`config.mk`:
```
export PLATFORM = sky130hd
export DESIGN_NAME = hazard_unit_flat
export DESIGN_NICKNAME = d
export VERILOG_FILES = /design/src/rtl/hazard_pkg.sv /design/src/rtl/hazard_unit_if.sv /design/src/rtl/hazard_unit_mdu_busy_tracker.sv /design/src/rtl/hazard_unit.sv /design/src/flat_wrapper.sv
export SDC_FILE = /design/constraint.sdc
export NUM_CORES = 1
export LEC_CHECK = 0
export ABC_AREA = 1
export CORE_UTILIZATION = 34
export DETAILED_ROUTE_END_ITERATION = 10
export PLACE_DENSITY = 0.69
export SYNTH_ARGS = -nofsm -noshare
export SYNTH_HDL_FRONTEND = slang
export SYNTH_SLANG_ARGS = --single-unit
```
`constraint.sdc`:
```
create_clock -name clk -period 2.15 [get_ports clk]
set_input_delay 0.645 -clock clk [delete_from_list [all_inputs] [get_ports clk]]
set_output_delay 0.645 -clock clk [all_outputs]
set_load 0.01 [all_outputs]
```
`src/rtl/hazard_pkg.sv`:
```
// Shared encodings and helpers for the pipeline hazard controller.
package hazard_pkg;

  // ALU operand forward select encodings
  typedef enum logic [1:0] {
    FWD_NONE = 2'b00,
    FWD_WB   = 2'b01,
    FWD_MEM  = 2'b10
  } fwd_sel_e;

  localparam logic [4:0]  REG_ZERO  = 5'd0;
  localparam int unsigned MDU_CNT_W = 4;

  // True when a producer register is real (not r0) and matches the consumer.
  function automatic logic reg_match(input logic [4:0] producer, input logic [4:0] consumer);
    return (producer != REG_ZERO) && (producer == consumer);
  endfunction

endpackage

```
`src/rtl/hazard_unit_if.sv`:
```
// Pipeline-side bundle of the hazard controller: stage register ids and
// controls in, stall/flush/forward selects out.
interface hazard_unit_if #(
  parameter int unsigned STALL_CNT_W = 16
);
  logic [4:0]             RsD, RtD, RsE, RtE;
  logic [4:0]             WriteRegE, WriteRegM, WriteRegW;
  logic                   RegWriteE, RegWriteM, RegWriteW;
  logic                   MemtoRegE, MemtoRegM;
  logic                   BranchD, MduStartE, MduReadD;
  logic                   StallF, StallD, FlushE;
  logic [1:0]             ForwardAE, ForwardBE;
  logic                   ForwardAD, ForwardBD;
  logic                   MduBusy;
  logic [STALL_CNT_W-1:0] StallCount;

  modport master (
    output RsD, RtD, RsE, RtE, WriteRegE, WriteRegM, WriteRegW,
           RegWriteE, RegWriteM, RegWriteW, MemtoRegE, MemtoRegM,
           BranchD, MduStartE, MduReadD,
    input  StallF, StallD, FlushE, ForwardAE, ForwardBE,
           ForwardAD, ForwardBD, MduBusy, StallCount
  );

  modport slave (
    input  RsD, RtD, RsE, RtE, WriteRegE, WriteRegM, WriteRegW,
           RegWriteE, RegWriteM, RegWriteW, MemtoRegE, MemtoRegM,
           BranchD, MduStartE, MduReadD,
    output StallF, StallD, FlushE, ForwardAE, ForwardBE,
           ForwardAD, ForwardBD, MduBusy, StallCount
  );
endinterface

```
`src/rtl/hazard_unit_mdu_busy_tracker.sv`:
```
// Tracks an in-flight multiply/divide: a start loads the remaining-cycle
// counter (restart reloads, never accumulates); MduBusy is registered.
module mdu_busy_tracker
  import hazard_pkg::*;
#(
  parameter int unsigned MDU_LATENCY = 4
) (
  input  logic clk,
  input  logic rst,
  input  logic MduStartE,
  output logic MduBusy
);

  logic [MDU_CNT_W-1:0] cnt_q, cnt_d;
  logic                 busy_q, busy_d;

  // Next-state: reload on start, otherwise count down to zero
  always_comb begin
    cnt_d = cnt_q;
    if (MduStartE) begin
      cnt_d = MDU_CNT_W'(MDU_LATENCY - 1);
    end else if (cnt_q != '0) begin
      cnt_d = cnt_q - MDU_CNT_W'(1);
    end
    busy_d = (cnt_d != '0);
  end

  // State registers with synchronous reset
  always_ff @(posedge clk) begin
    if (rst) begin
      cnt_q  <= '0;
      busy_q <= 1'b0;
    end else begin
      cnt_q  <= cnt_d;
      busy_q <= busy_d;
    end
  end

  assign MduBusy = busy_q;

endmodule

```
`src/rtl/hazard_unit.sv`:
```
// Pipeline hazard controller: stalls, E-stage flush, operand forwarding,
// MDU busy tracking and a saturating stall-cycle counter.
// Optional macro HAZARD_BRANCH_FWD_EN: branches resolve in D, enabling
// D-stage forwarding from M and the branch-operand stall.
module hazard_unit
  import hazard_pkg::*;
#(
  parameter int unsigned MDU_LATENCY = 4,
  parameter int unsigned STALL_CNT_W = 16
) (
  input  logic          clk,
  input  logic          rst,
  hazard_unit_if.slave  hif
);

  fwd_sel_e               fwd_ae, fwd_be;
  logic                   fwd_ad, fwd_bd;
  logic                   lwstall, mdustall, branchstall, stall;
  logic                   mdu_busy;
  logic [STALL_CNT_W-1:0] stall_cnt_q, stall_cnt_d;

  mdu_busy_tracker #(
    .MDU_LATENCY (MDU_LATENCY)
  ) u_mdu (
    .clk       (clk),
    .rst       (rst),
    .MduStartE (hif.MduStartE),
    .MduBusy   (mdu_busy)
  );

  // Hazard detection and forward selection; M has priority over W
  always_comb begin
    fwd_ae = FWD_NONE;
    if (hif.RegWriteM && reg_match(hif.WriteRegM, hif.RsE))      fwd_ae = FWD_MEM;
    else if (hif.RegWriteW && reg_match(hif.WriteRegW, hif.RsE)) fwd_ae = FWD_WB;

    fwd_be = FWD_NONE;
    if (hif.RegWriteM && reg_match(hif.WriteRegM, hif.RtE))      fwd_be = FWD_MEM;
    else if (hif.RegWriteW && reg_match(hif.WriteRegW, hif.RtE)) fwd_be = FWD_WB;

    lwstall  = hif.MemtoRegE &&
               (reg_match(hif.RtE, hif.RsD) || reg_match(hif.RtE, hif.RtD));
    mdustall = hif.MduReadD && (mdu_busy || hif.MduStartE);

`ifdef HAZARD_BRANCH_FWD_EN
    fwd_ad      = hif.RegWriteM && reg_match(hif.WriteRegM, hif.RsD);
    fwd_bd      = hif.RegWriteM && reg_match(hif.WriteRegM, hif.RtD);
    branchstall = hif.BranchD &&
                  ((hif.RegWriteE &&
                    (reg_match(hif.WriteRegE, hif.RsD) || reg_match(hif.WriteRegE, hif.RtD))) ||
                   (hif.MemtoRegM &&
                    (reg_match(hif.WriteRegM, hif.RsD) || reg_match(hif.WriteRegM, hif.RtD))));
`else
    fwd_ad      = 1'b0;
    fwd_bd      = 1'b0;
    branchstall = 1'b0;
`endif

    stall = lwstall || mdustall || branchstall;
  end

  // Saturating stall-cycle counter next value
  always_comb begin
    stall_cnt_d = stall_cnt_q;
    if (stall && (stall_cnt_q != '1)) begin
      stall_cnt_d = stall_cnt_q + STALL_CNT_W'(1);
    end
  end

  // Stall counter register with synchronous reset
  always_ff @(posedge clk) begin
    if (rst) begin
      stall_cnt_q <= '0;
    end else begin
      stall_cnt_q <= stall_cnt_d;
    end
  end

  // During reset the E stage is held flushed and no stall/forward is issued
  assign hif.StallF     = rst ? 1'b0 : stall;
  assign hif.StallD     = rst ? 1'b0 : stall;
  assign hif.FlushE     = rst ? 1'b1 : stall;
  assign hif.ForwardAE  = rst ? FWD_NONE : fwd_ae;
  assign hif.ForwardBE  = rst ? FWD_NONE : fwd_be;
  assign hif.ForwardAD  = rst ? 1'b0 : fwd_ad;
  assign hif.ForwardBD  = rst ? 1'b0 : fwd_bd;
  assign hif.MduBusy    = mdu_busy;
  assign hif.StallCount = stall_cnt_q;

endmodule

```
`src/flat_wrapper.sv`:
```
// flat-port wrapper written by rule: the top's interface ports become plain ports
module hazard_unit_flat import hazard_pkg::*;
#(
  parameter int unsigned MDU_LATENCY = 4,
  parameter int unsigned STALL_CNT_W = 16
)
  (clk, rst, hif_RsD, hif_RtD, hif_RsE, hif_RtE, hif_WriteRegE, hif_WriteRegM, hif_WriteRegW, hif_RegWriteE, hif_RegWriteM, hif_RegWriteW, hif_MemtoRegE, hif_MemtoRegM, hif_BranchD, hif_MduStartE, hif_MduReadD, hif_StallF, hif_StallD, hif_FlushE, hif_ForwardAE, hif_ForwardBE, hif_ForwardAD, hif_ForwardBD, hif_MduBusy, hif_StallCount);
  hazard_unit_if #(.STALL_CNT_W(STALL_CNT_W)) hif_i ();
  input  logic clk;
  input  logic rst;
  input wire logic [$bits(hif_i.RsD)-1:0] hif_RsD;
  input wire logic [$bits(hif_i.RtD)-1:0] hif_RtD;
  input wire logic [$bits(hif_i.RsE)-1:0] hif_RsE;
  input wire logic [$bits(hif_i.RtE)-1:0] hif_RtE;
  input wire logic [$bits(hif_i.WriteRegE)-1:0] hif_WriteRegE;
  input wire logic [$bits(hif_i.WriteRegM)-1:0] hif_WriteRegM;
  input wire logic [$bits(hif_i.WriteRegW)-1:0] hif_WriteRegW;
  input wire logic [$bits(hif_i.RegWriteE)-1:0] hif_RegWriteE;
  input wire logic [$bits(hif_i.RegWriteM)-1:0] hif_RegWriteM;
  input wire logic [$bits(hif_i.RegWriteW)-1:0] hif_RegWriteW;
  input wire logic [$bits(hif_i.MemtoRegE)-1:0] hif_MemtoRegE;
  input wire logic [$bits(hif_i.MemtoRegM)-1:0] hif_MemtoRegM;
  input wire logic [$bits(hif_i.BranchD)-1:0] hif_BranchD;
  input wire logic [$bits(hif_i.MduStartE)-1:0] hif_MduStartE;
  input wire logic [$bits(hif_i.MduReadD)-1:0] hif_MduReadD;
  output wire logic [$bits(hif_i.StallF)-1:0] hif_StallF;
  output wire logic [$bits(hif_i.StallD)-1:0] hif_StallD;
  output wire logic [$bits(hif_i.FlushE)-1:0] hif_FlushE;
  output wire logic [$bits(hif_i.ForwardAE)-1:0] hif_ForwardAE;
  output wire logic [$bits(hif_i.ForwardBE)-1:0] hif_ForwardBE;
  output wire logic [$bits(hif_i.ForwardAD)-1:0] hif_ForwardAD;
  output wire logic [$bits(hif_i.ForwardBD)-1:0] hif_ForwardBD;
  output wire logic [$bits(hif_i.MduBusy)-1:0] hif_MduBusy;
  output wire logic [$bits(hif_i.StallCount)-1:0] hif_StallCount;
  assign hif_i.RsD = hif_RsD;
  assign hif_i.RtD = hif_RtD;
  assign hif_i.RsE = hif_RsE;
  assign hif_i.RtE = hif_RtE;
  assign hif_i.WriteRegE = hif_WriteRegE;
  assign hif_i.WriteRegM = hif_WriteRegM;
  assign hif_i.WriteRegW = hif_WriteRegW;
  assign hif_i.RegWriteE = hif_RegWriteE;
  assign hif_i.RegWriteM = hif_RegWriteM;
  assign hif_i.RegWriteW = hif_RegWriteW;
  assign hif_i.MemtoRegE = hif_MemtoRegE;
  assign hif_i.MemtoRegM = hif_MemtoRegM;
  assign hif_i.BranchD = hif_BranchD;
  assign hif_i.MduStartE = hif_MduStartE;
  assign hif_i.MduReadD = hif_MduReadD;
  assign hif_StallF = hif_i.StallF;
  assign hif_StallD = hif_i.StallD;
  assign hif_FlushE = hif_i.FlushE;
  assign hif_ForwardAE = hif_i.ForwardAE;
  assign hif_ForwardBE = hif_i.ForwardBE;
  assign hif_ForwardAD = hif_i.ForwardAD;
  assign hif_ForwardBD = hif_i.ForwardBD;
  assign hif_MduBusy = hif_i.MduBusy;
  assign hif_StallCount = hif_i.StallCount;
  hazard_unit #(.MDU_LATENCY(MDU_LATENCY), .STALL_CNT_W(STALL_CNT_W)) u_core (.clk(clk), .rst(rst), .hif(hif_i));
endmodule
```
==> results of run 1 <==
cell usage after synthesis:
| cell type | n | area share [%] |
|---|---|---|
| nand2_1 | 67 | 15 |
| nor2_1 | 45 | 9.9 |
| inv_1 | 41 | 9.0 |
| nand3_1 | 25 | 7.3 |
| dfxtp_1 | 21 | 25 |
| a21oi_1 | 15 | 4.4 |
| xor2_1 | 11 | 5.6 |
| inv_2 | 8 | 1.8 |
| o21ai_0 | 7 | 2.0 |
| nand4_1 | 4 | 1.5 |
| nor3_1 | 4 | 1.2 |
| xnor2_1 | 4 | 2.0 |
| buf_4 | 3 | 1.3 |
| nor4_1 | 3 | 1.1 |
| o22ai_1 | 3 | 1.1 |
| a211oi_1 | 2 | 0.88 |
| a221oi_1 | 2 | 1.0 |
| buf_6 | 2 | 1.3 |
| ha_1 | 2 | 1.5 |
| nand2_2 | 2 | 0.73 |
| nand3b_1 | 2 | 0.88 |
| nand4_2 | 2 | 1.5 |
| nor2b_1 | 2 | 0.73 |
| a41oi_1 | 1 | 0.51 |
| buf_2 | 1 | 0.29 |
| buf_8 | 1 | 0.88 |
| clkbuf_1 | 1 | 0.22 |
| clkbuf_8 | 1 | 0.80 |
| clkinv_1 | 1 | 0.22 |
| conb_1 | 1 | 0.22 |
| nand2_4 | 1 | 0.66 |
| nand2b_1 | 1 | 0.37 |
cell type report:
cell class                      count  area [um2]  area share, %
Multi-Input combinational cell    207        1160           45.2
Timing Repair Buffer               76         644           25.1
Sequential cell                    21         420           16.4
Inverter                           50         210           8.20
Tap cell                           67        83.8           3.27
Clock buffer                        4        45.0           1.76
state kept, by name (all words and copies together) (netlist names):
signal,flops
u_core.hif.StallCount,16
u_core.u_mdu.MduBusy,1
u_core.u_mdu.cnt_q,4
critical path: cells and delay by family:
kind,cells,cell delay (ns)
AND/OR/NAND/NOR,3,0.57
XOR/XNOR,1,0.14
buffers and inverters,3,0.35
stage by stage:
step / util, % / total power, mW
floorplan: - / 0.591
detailed placement: 50.7 / 0.721
global placement: 50.7 / 0.715
CTS: 52.2 / 0.994
global route: 53.5 / 1.07
finish: 53.5 / 1.00
path summary, 6_finish.rpt:
check                                 start                         to  slack (ns)  cells past startpoint
setup / recovery                 hif_RtE[0]           hif_ForwardBE[0]       -0.20                      7
hold / removal    u_core.hif.StallCount[11]  u_core.hif.StallCount[11]        0.54                      2
setup reg to reg   u_core.hif.StallCount[0]   u_core.hif.StallCount[8]        0.59                     10
hold reg to reg   u_core.hif.StallCount[11]  u_core.hif.StallCount[11]        0.54                      2
what timing repair did:
item / CTS / global route
resized for setup: 211 / 24
setup buffers: 2 / 1
endpoints found under the setup margin: 23 / 7
pin swaps: 36 / 20
logic make-up (layout without fill, tap and decap cells):
group	Yosys count	after routing	share of synthesized area, %
compound gates	30	30	9.93
xor+xnor	15	15	7.67
fa+ha+maj	2	2	1.46
buf+inv	59	130	15.8
flops	21	21	24.5
other cells	1	2	0.219
simple gates	158	158	40.4
power breakdown:
group,leakage [nW],switching (mW),internal [mW],total (mW)
registers,0.171,0.00884,0.402,0.411
clock network,0.0228,0.127,0.132,0.260
logic,1.08,0.175,0.157,0.332
placed cells by master, fill, tap and decap left out, drive strengths merged, types with 3 or more instances in the layout:
master / count
xor2: 11
nand4: 6
xnor2: 4
dfxtp: 21
o22ai: 3
inv: 48
clkdlybuf4s50: 18
nor3: 4
clkbuf: 4
dlygate4sd2: 3
nand2: 70
buf: 55
nor4: 3
nor2: 45
a21oi: 15
nand3: 25
o21ai: 7
metal layers:
metal	GRT usage (%)	routed length, um	vias to the layer above
li1	-	-	1037
met1	23.7	2150	864
met2	33.0	2310	32
met3	3.04	130	10
met4	5.88	145	0
met5	0	0	-
==> results.ini, run 1 <==
[run_status]
status = complete, but fails checks
violations = negative setup slack

[synth]
syn-cell-area_um2 = 1710
syn-instance-count = 286
syn_avg_cell_area_um2 = 5.99
synth.yosys.seq_area_share_pct = 24.5
synth_warnings = 0
synth_cell_types = 32
synth-seq-cells = 21

[placed_design]
dp.final_hpwl_um = 3550
port_buffers = 60
routabilityCongestion = 0.912
place_area_um2 = 2430
place_ws_ns = -1.02
placed_cells = 418

[route]
routed_wl_um = 4730
antenna_left = 0
drt-vias-per-instance = 4.57
firstDrtPassIters = 4
drt-initial-drc-count = 79
wire_per_inst_um = 11.1
drc = 0
vias = 1943

[clock_network]
clock_latency_ns = 0.26
cts_tree = built
clock_path_buffers = 2
cts_buffers = 3
cts_sinks = 21
cts_root_buf = clkbuf_8
path_clk_slew_ns = 0.08
postCtsHoldBufs = 0
htreeDepth = 1

[critical_path]
path_class = primary input to output pin
crit_chain = buf_8 > buf_6 > xor2_2 > nor4_2 > nand4_1 > nor2b_1 > buf_2
max_stage_delay_ns = 0.29
cp_slowest_cell = nor4_2
cp-end-kind = output pin
cp.required_ns = 1.50
cp.arrival_ns = 1.71
path_max_fanout = 4
start_kind = primary input

[power]
vdd_drop_max_v = 0.000325
p_leak_nw = 1.28
p_per_area_nw_per_um2 = 391

[global_route]
grt_pass1_vias = 1853
grt-ovfl-total = 0
grt_pass1_wl_um = 8000
grt_use_total_pct = 18.9
grt_max_degree = 31
antenna_found_initial = 0

[floorplan]
io_pins = 71
core-area_um2 = 4790
dieWidth_um = 73.0
die_area_um2 = 5330
initial_core_util_pct = 35.8
fp-row-count = 25
die_h_um = 73.0

[finish]
drive_gt1_share_pct = 28.5
finalInstanceArea_um2 = 2560
area_delta_synth_final_pct = 49.6
diodes = 0
final_cell_count_no_fill = 425
final_nets = 406
final.fill_count = 479

[timing]
finalCriticalPeriod_ns = 2.35
slew_violations = 0
final_hold_viol_count = 0
setup_ws_ns = -0.204
fin_crit_sh_pct = 109
skew_ns = 0.00431
rsz0062_at_grt = yes
whs_ns = 0.537
fin_setup_tns_ns = -0.737
setup_viol = 5
max_freq_ghz = 0.425

[run]
maxCapViolCount = 0

[min_path]
hold_class = flip-flop to flip-flop

No activity file was read; power rests on OpenSTA's default activity.
==> run 2, diff against run 1 <==
Settings changed: ABC_CLOCK_PERIOD_IN_PS set to 2150.
==> results of run 2 <==
Same layout as run 1: the final DEF is identical, and so are final timing and power.
==> run 3, diff against run 2 <==
Settings changed: CTS_CLUSTER_SIZE set to 40, PLACE_DENSITY 0.69 to 0.68, SYNTH_HIERARCHICAL set to 1.
==> results.ini, run 3 <==
[run_status]
status = complete, but fails checks  ; unchanged
violations = negative setup slack  ; unchanged

[finish]
final_nets = 427  ; was 406
drive_gt1_share_pct = 30.3  ; was 28.5%
fin_util_pct = 55.1  ; was 53.5%
area_delta_synth_final_pct = 51.9  ; was 49.6%
most-common-layout-cells = nand2_1 (71), nor2_1 (42), inv_1 (39), nand3_1 (27), dfxtp_1 (21)  ; was nand2_1 (62), nor2_1 (42), inv_1 (32), buf_2 (25), nand3_1 (23)
diodes = 0  ; unchanged
final_common_cell = nand2_1  ; unchanged
largest_reg_flops = 16  ; unchanged
finalInstanceArea_um2 = 2690  ; was 2560 um2

[critical_path]
max_stage_delay_ns = 0.11  ; was 0.29 ns
path_max_fanout = 4  ; unchanged
cp.arrival_ns = 1.57  ; was 1.71 ns
reg2regPathDepth = 10  ; unchanged
crit_chain = buf_8 > buf_6 > nand2_4 > nand2_2 > nor2_2 > nand3_1 > nand2_1 > nand2_2 > nand2_4 > inv_4 > nor2_4 > buf_6  ; was buf_8 > buf_6 > xor2_2 > nor4_2 > nand4_1 > nor2b_1 > buf_2
cp_slowest_cell = buf_6  ; was nor4_2
cp.required_ns = 1.50  ; about the same
cp-end-kind = output pin  ; unchanged
start_kind = primary input  ; unchanged
path_class = primary input to output pin  ; unchanged

[synth]
synth_edf_count = 0  ; unchanged
synth_cell_types = 31  ; was 32
synth_top_cell_by_area = dfxtp_1  ; unchanged
syn_avg_cell_area_um2 = 5.86  ; was 5.99 um2
synth-seq-cells = 21  ; unchanged
netlist_top_cells_area = dfxtp_1 (24%), nand2_1 (16%), inv_1 (10%)  ; was dfxtp_1 (25%), nand2_1 (15%), nor2_1 (9.9%)
yosysMostFrequentCell = nand2_1  ; unchanged
syn-instance-count = 302  ; was 286
ys_async_sr_fraction_pct = 0  ; unchanged
netlist.area_leader.share_pct = 23.7  ; was 24.5%
ys.flop_type = dfxtp_1  ; unchanged
synth.yosys.seq_area_share_pct = 23.7  ; was 24.5%
synth_commonest_cells = nand2_1 (75), inv_1 (47), nor2_1 (44), nand3_1 (27), dfxtp_1 (21)  ; was nand2_1 (67), nor2_1 (45), inv_1 (41), nand3_1 (25), dfxtp_1 (21)
syn-cell-area_um2 = 1770  ; was 1710 um2
synth_warnings = 6  ; was 0

[power]
p_per_area_nw_per_um2 = 397  ; was 391 nW/um2
p_leak_nw = 1.33  ; was 1.28 nW
vdd_drop_max_v = 0.000170  ; was 0.000325 V

[clock_network]
clock_latency_ns = 0.26  ; about the same
cts_tree = built  ; unchanged
cts_buffers = 3  ; unchanged
postCtsHoldBufs = 0  ; unchanged
cts_root_buf = clkbuf_8  ; unchanged
htreeDepth = 1  ; unchanged
path_clk_slew_ns = 0.08  ; about the same
cts_sinks = 21  ; unchanged
clock_path_buffers = 2  ; unchanged

[timing]
skew_ns = 0.00384  ; was 0.00431 ns
max_freq_ghz = 0.451  ; was 0.425 GHz
setup_ws_ns = -0.0671  ; was -0.204 ns
finalCriticalPeriod_ns = 2.22  ; was 2.35 ns
whs_ns = 0.543  ; was 0.537 ns
fin_crit_sh_pct = 103  ; was 109%
setup_viol = 4  ; was 5
slew_violations = 0  ; unchanged
fin_setup_tns_ns = -0.190  ; was -0.737 ns
rsz0062_at_grt = yes  ; unchanged
final_hold_viol_count = 0  ; unchanged

[route]
vias = 2094  ; was 1943
drt-vias-per-instance = 4.70  ; was 4.57
wire_per_inst_um = 11.3  ; was 11.1 um
routed_wl_um = 5050  ; was 4730 um
antenna_left = 0  ; unchanged
drc = 0  ; unchanged
firstDrtPassIters = 4  ; unchanged
drt-initial-drc-count = 92  ; was 79

[min_path]
min_path_cells = 2  ; unchanged
hold_class = flip-flop to flip-flop  ; unchanged

[run]
maxCapViolCount = 0  ; unchanged

[placed_design]
place_area_um2 = 2510  ; was 2430 um2
port_buffers = 60  ; unchanged
dp.final_hpwl_um = 3700  ; was 3550 um
routabilityCongestion = 0.858  ; was 0.912
place_ws_ns = -1.00  ; was -1.02 ns

[floorplan]
core-area_um2 = 4880  ; was 4790 um2
dieWidth_um = 74.2  ; was 73.0 um
fp-row-count = 25  ; unchanged
initial_core_util_pct = 36.3  ; was 35.8%
die_area_um2 = 5500  ; was 5330 um2
die_h_um = 74.2  ; was 73.0 um
io_pins = 71  ; unchanged

[global_route]
grt-ovfl-total = 0  ; unchanged
grt_pass1_wl_um = 8120  ; was 8000 um
grt_use_total_pct = 19.0  ; was 18.9%
grt_pass1_vias = 1901  ; was 1853
grt_max_degree = 32  ; was 31
antenna_found_initial = 0  ; unchanged

run 3: cells by family after synthesis:
kind of cell,count (synthesis),synth area share [%]
AND/OR/NAND/NOR,173,42.9
buffers and inverters,62,15.8
AO/OA/AOI/OAI,31,10.0
flip-flops,21,23.7
XOR/XNOR,12,5.94
adder cells (fa/ha/maj),2,1.41
other,1,0.212
run 3: where the power goes:
group	internal, mW	total, mW	switching [mW]
logic	0.185	0.386	0.201
registers	0.404	0.416	0.0127
clock network	0.129	0.265	0.135
total	0.718	1.07	0.349
run 3: cell type report:
cell class / count / area, um2
clock inverter: 1 / 5.00
multi-input combinational: 220 / 1230
clock buffer: 3 / 41.3
timing repair buffer: 81 / 701
sequential: 21 / 420
inverter: 53 / 210
tap: 67 / 83.8
fill: 479 / 2190
run 3: timing repair:
| action | CTS | global route |
|---|---|---|
| buffers inserted | 5 | 0 |
| endpoints found under the setup margin | 23 | 7 |
| resized for setup | 209 | 23 |
| pin swaps | 44 | 17 |
run 3: per-layer routing:
| metal | vias up | part of all wire [%] | global-route usage [%] |
|---|---|---|---|
| met3 | 8 | 5.2 | 2.57 |
| li1 | 1092 | - | - |
| met1 | 924 | 43 | 22.8 |
| met4 | 0 | 1.7 | 7.26 |
| met2 | 70 | 50 | 34.0 |
| met5 | - | 0 | 0 |
run 3: worst max-delay path, delay by kind of cell:
| family | cells | cell delay, ns |
|---|---|---|
| AND/OR/NAND/NOR | 8 | 0.58 |
| buffers and inverters | 4 | 0.36 |
run 3: final timing paths:
kind / from / to / slack, ns
worst min-delay path: u_core/hif.StallCount[8] / u_core/hif.StallCount[8] / 0.54
worst max register to register: u_core/hif.StallCount[0] / u_core/hif.StallCount[9] / 0.25
worst max-delay path: hif_RtE[3] / hif_StallF / -0.07
worst min register to register: u_core/hif.StallCount[8] / u_core/hif.StallCount[8] / 0.54
run 3: per-stage QoR:
stage	std cells	power, mW
floorplan	303	0.624
global placement	437	0.763
detailed placement	437	0.771
CTS	446	1.06
global route	446	1.12
finish	446	1.07
